$ cat src/rtl/mouse_cursor_overlay.sv
// Mouse cursor overlay: two-stage pipeline that reads the cursor bitmap ROM
// row for the current raster position and replaces background pixels with the
// cursor colour wherever the bitmap bit is set. The cursor position is
// double-buffered so that it only changes between frames.
module mouse_cursor_overlay #(
  parameter int          H_ACTIVE     = 640,
  parameter int          V_ACTIVE     = 480,
  parameter int          CURSOR_H     = 11,
  parameter logic [11:0] CURSOR_COLOR = 12'hFFF
) (
  input  logic        clk,
  input  logic        rst_n,
  input  logic [9:0]  mouse_x,
  input  logic [9:0]  mouse_y,
  input  logic        pos_valid,
  input  logic        cursor_en,
  input  logic        frame_start,
  input  logic [9:0]  h_count,
  input  logic [9:0]  v_count,
  input  logic        video_on,
  input  logic [11:0] pixel_in,
  output logic [4:0]  line_number,
  input  logic [7:0]  line_code,
  output logic [11:0] pixel_out,
  output logic        video_on_out,
  output logic        cursor_hit,
  output logic [1:0]  dbg_state
);

  // Handshake: pos_valid and frame_start are single-cycle strobes with no
  // ready/backpressure; the block accepts a strobe on every cycle in which it
  // is high, and a new pos_valid simply overwrites the shadow position.

  typedef enum logic [1:0] {
    ST_HIDDEN  = 2'd0,
    ST_PENDING = 2'd1,
    ST_SHOWN   = 2'd2
  } state_t;

  state_t      r_state;
  state_t      w_state_next;
  logic        r_pos_seen;
  logic [9:0]  r_shadow_x;
  logic [9:0]  r_shadow_y;
  logic [9:0]  r_act_x;
  logic [9:0]  r_act_y;

  logic [9:0]  w_clamp_x;
  logic [9:0]  w_clamp_y;
  logic [10:0] w_dx;
  logic [10:0] w_dy;
  logic        w_in_box;
  logic        w_hit;

  logic        r_in_box_d1;
  logic [2:0]  r_col_d1;
  logic [11:0] r_pixel_d1;
  logic        r_video_d1;

  localparam logic [9:0] X_MAX = 10'(H_ACTIVE - 1);
  localparam logic [9:0] Y_MAX = 10'(V_ACTIVE - 1);

  assign dbg_state = r_state;

  // Clamp the incoming mouse position to the visible area.
  always_comb begin
    w_clamp_x = (mouse_x > X_MAX) ? X_MAX : mouse_x;
    w_clamp_y = (mouse_y > Y_MAX) ? Y_MAX : mouse_y;
  end

  // Shadow position follows pos_valid; active position updates only at frame
  // start, taking a same-cycle pos_valid directly so it is not a frame late.
  always_ff @(posedge clk) begin
    if (!rst_n) begin
      r_shadow_x <= '0;
      r_shadow_y <= '0;
      r_act_x    <= '0;
      r_act_y    <= '0;
      r_pos_seen <= 1'b0;
    end else begin
      if (pos_valid) begin
        r_shadow_x <= w_clamp_x;
        r_shadow_y <= w_clamp_y;
        r_pos_seen <= 1'b1;
      end
      if (frame_start) begin
        r_act_x <= pos_valid ? w_clamp_x : r_shadow_x;
        r_act_y <= pos_valid ? w_clamp_y : r_shadow_y;
      end
    end
  end

  // Visibility state register.
  always_ff @(posedge clk) begin
    if (!rst_n) r_state <= ST_HIDDEN;
    else        r_state <= w_state_next;
  end

  // Visibility next state: disabling always hides; a cursor is shown only
  // after a position is known and a frame boundary has been crossed.
  always_comb begin
    w_state_next = r_state;
    if (!cursor_en) begin
      w_state_next = ST_HIDDEN;
    end else begin
      case (r_state)
        ST_HIDDEN:  if (pos_valid || r_pos_seen) w_state_next = ST_PENDING;
        ST_PENDING: if (frame_start)             w_state_next = ST_SHOWN;
        ST_SHOWN:   w_state_next = ST_SHOWN;
        default:    w_state_next = ST_HIDDEN;
      endcase
    end
  end

  // Raster offset from the cursor tip; bit 10 is the borrow, meaning the
  // raster is left of / above the cursor, which also prevents wrap-around.
  always_comb begin
    w_dx     = {1'b0, h_count} - {1'b0, r_act_x};
    w_dy     = {1'b0, v_count} - {1'b0, r_act_y};
    w_in_box = !w_dx[10] && !w_dy[10] &&
               (w_dx[9:0] < 10'd8) && (w_dy[9:0] < 10'(CURSOR_H)) &&
               video_on && (r_state == ST_SHOWN);
  end

  // Stage 1: address the bitmap ROM and delay the pixel stream to match it.
  always_ff @(posedge clk) begin
    if (!rst_n) begin
      line_number <= '0;
      r_col_d1    <= '0;
      r_in_box_d1 <= 1'b0;
      r_pixel_d1  <= '0;
      r_video_d1  <= 1'b0;
    end else begin
      line_number <= w_in_box ? w_dy[4:0] : 5'd0;
      r_col_d1    <= w_dx[2:0];
      r_in_box_d1 <= w_in_box;
      r_pixel_d1  <= pixel_in;
      r_video_d1  <= video_on;
    end
  end

  // Bitmap bit 0 is the leftmost cursor column.
  assign w_hit = r_in_box_d1 && line_code[r_col_d1];

  // Stage 2: select cursor colour, background, or black outside active video.
  always_ff @(posedge clk) begin
    if (!rst_n) begin
      pixel_out    <= '0;
      cursor_hit   <= 1'b0;
      video_on_out <= 1'b0;
    end else begin
      pixel_out    <= !r_video_d1 ? 12'h000 : (w_hit ? CURSOR_COLOR : r_pixel_d1);
      cursor_hit   <= w_hit;
      video_on_out <= r_video_d1;
    end
  end

endmodule
$ cat config.mk
export PLATFORM = sky130hd
export DESIGN_NAME = mouse_cursor_overlay
export DESIGN_NICKNAME = d
export VERILOG_FILES = /design/src/rtl/mouse_cursor_overlay.sv
export SDC_FILE = /design/constraint.sdc
export NUM_CORES = 1
export LEC_CHECK = 0
export ABC_AREA = 1
export CAP_MARGIN = 15
export CORE_MARGIN = 8
export CORE_UTILIZATION = 30
export CTS_CLUSTER_SIZE = 12
export DETAILED_ROUTE_END_ITERATION = 10
export PLACE_DENSITY = 0.56
export SLEW_MARGIN = 20
export SYNTH_ARGS = -nofsm -noshare
export SYNTH_HDL_FRONTEND = slang
export SYNTH_SLANG_ARGS = --single-unit
$ cat constraint.sdc
create_clock -name clk -period 2.4 [get_ports clk]
set_input_delay 0.36 -clock clk [delete_from_list [all_inputs] [get_ports clk]]
set_output_delay 0.36 -clock clk [all_outputs]
set_load 0.05 [all_outputs]
==> metrics <==
initial drt markers 231; pwr dens 653.7 nW/um^2; CP Max Fanout 5; dpl hpwl 8164 um; grt ovf 0; Hold Vio Cnt, Final 0; share of cells above drive strength 1 6.033%; CTS-repair resized insts 0; Post-Syn Nets 660; Critical Path AT 2.42 ns; count of different cell masters after synthesis 32; Setup crit end kind register; Vias/cell 4.352; Leakage 2.546 nW; met1 Usage GRT roughly 17%; Worst Clk Skew about 0.0098 ns; grt met3 use 3.815%; Worst Path Class, Setup in2reg; Max-slew headroom 64.94%; Die Width 130.4 um; dpl cells around 800; Hold Crit Class reg2reg; Setup TNS 0 ns; Final Slew Violations 0; mapped cell area 3929 sq um; Max Fclk around 0.47 GHz; cell taking the most area after synthesis dfxtp_1; # DRC 0; Fillers 1377; Synth-to-Final Area Change 35.13%; initial antenna violation count 0; WP data required 2.68 ns; CTS tree done; Clock Latency Late Sink between 0.3 and 0.4 ns; NumNets Final 750; clk slew on worst S/H paths 0.07 ns; vias post-DR 3651; WL final 10250 um; vias in the first global route roughly 3600; share of flip-flops with an asynchronous set or reset 0%; status complete, no violations; Max-cap violations 0; RePlAce Congestion 0.8679; n_diodes 0; Max clock buf depth 2; DR WL/cell 12.21 um; number of synthesized register bits 79; final core utilization between 40% and 50%; Worst Max-Slew Pin Slew 0.5242 ns; all-layer global routing usage 12.74%; Seq/Total Area, Yosys between 40 and 50%; Core Area 13030 sq um; RSZ-0062 raised after global routing no; ranking of synthesized cells by area dfxtp_1 40%, nand2_1 11%, inv_1 11%; hold_ws 0.4329 ns; Startpoint Class input pin; starting density of the core 30.15%; CTS Hold Buffers Added 0; dominant synthesized flop cell dfxtp_1; final setup fails 0; most crowded layer after global routing met2; DR pass1 iterations 4; CTS Buf Count 9; root buf cell clkbuf_16; CTS Sinks 79; worst reg-to-reg setup slack 0.47 ns; Period minus WS final ~2.1 ns; met2 Track Usage GR ~20%; Top Ports 87; H-tree levels 3; Mapped Cells approximately 570; Peak VDD IR 0.0003596 V; row count 42; largest net degree at the start of global routing 34; post-synth top area share 40.25%; Tcrit/Tclk final between 80% and 90%; Yosys warnings 0; final worst slack 0.2554 ns; wire length of the first global-routing pass 17050 um; number of enable flip-flop cells after synthesis 0; die height 130.4 um; Avg Cell Area, Syn roughly 7 sq um; Total Die Area 17010 sq um; remaining antenna violation count 0; Post-CTS Setup Bufs 0; Place WS -0.08781 ns; fin cells 839; IO Port Bufs 86
critical path: stages:
cell and delay [ns]:
clkdlybuf4s50_1 0.45, inv_1 0.04, ha_1 0.21, fa_1 0.40
inv_1 0.09, nand2_1 0.07, nand2_1 0.11, nand3_2 0.09
nand2_2 0.07, nand3_1 0.07, nand3_1 0.08, nand2_1 0.06
nor2_2 0.11, nand3_2 0.12, nor2_1 0.10
cell families after synthesis:
kind of cell | Yosys count | share of synthesized area [%]
compound gates | 95 | 13.22
other cells | 1 | 0.09545
flops | 79 | 40.25
mux | 1 | 0.2548
simple gates | 238 | 25.22
buf+inv | 128 | 12.29
fa+ha+maj | 26 | 8.663
Yosys cell counts, types with 4 or more instances:
master,number
inv_1,110
nor2_1,72
o21ai_0,38
nand3_1,30
ha_1,24
nand2_1,117
nand2_2,5
o211ai_1,5
nor2_2,4
clkbuf_1,13
dfxtp_1,79
nand4_1,5
a21oi_1,39
layout make-up:
type / count / area [sq um] / share of cell area [%]
multi-input cells: 361 / 1864 / 35.12
flip-flops and latches: 79 / 1582 / 29.79
repair buffers: 94 / 920.9 / 17.35
inverters: 113 / 424.2 / 7.990
clock buffers: 9 / 225.2 / 4.242
well taps: 176 / 220.2 / 4.148
clock inverters: 7 / 72.57 / 1.367
metrics by stage:
| stage | area, sq um | power (W) |
|---|---|---|
| after floorplan | 3929 | 0.001902 |
| after global placement | 5004 | 0.002158 |
| after detailed placement | 5004 | 0.002161 |
| after CTS | 5301 | 0.003511 |
| after global routing | 5309 | 0.003685 |
| final | 5309 | 0.003470 |
registers in the layout, indices dropped and copies added (netlist names):
name,flops
cursor_hit,1
r_col_d1,3
r_act_x,10
r_act_y,10
line_number,5
r_in_box_d1,1
r_shadow_x,10
video_on_out,1
r_pos_seen,1
r_video_d1,1
dbg_state,2
pixel_out,12
r_pixel_d1,12
r_shadow_y,10
layout by cell type (no fill, tap or decap), types with 2 or more instances in the layout:
master / netlist / layout
buf_4: 0 / 7
nand2_2: 5 / 5
ha_1: 24 / 24
clkinv_1: 2 / 2
nand3_2: 2 / 2
a211oi_1: 2 / 2
nand2_1: 117 / 117
a21o_1: 2 / 2
inv_1: 110 / 110
nand3_1: 30 / 30
dfxtp_1: 79 / 79
a21oi_1: 39 / 39
clkdlybuf4s50_1: 0 / 86
nand4_1: 5 / 5
o21ai_0: 38 / 38
clkbuf_16: 0 / 9
fa_1: 2 / 2
nor2_1: 72 / 72
o211ai_1: 5 / 5
nor2_2: 4 / 4
a21oi_2: 2 / 2
a22oi_1: 2 / 2
inv_8: 0 / 2
inv_6: 0 / 3
power breakdown:
part           internal (W)  switching [W]  total, W
sequential          0.00138      0.0000308   0.00141
combinational      0.000308       0.000409  0.000717
clock              0.000734       0.000604   0.00134
worst paths after layout:
kind | cells after the start | from | endpoint
max reg2reg | 13 | r_act_x[0] | line_number[0]
min | 2 | r_pixel_d1[8] | pixel_out[8]
max | 15 | h_count[0] | line_number[0]
min reg2reg | 2 | r_pixel_d1[8] | pixel_out[8]
layer usage:
metal	vias to the layer above	share of wire, %
met1	1614	49
li1	1955	-
met2	74	45
met3	8	4.2
met5	-	0
met4	0	1.3
Note: power is estimated with default switching activity, not from simulation.
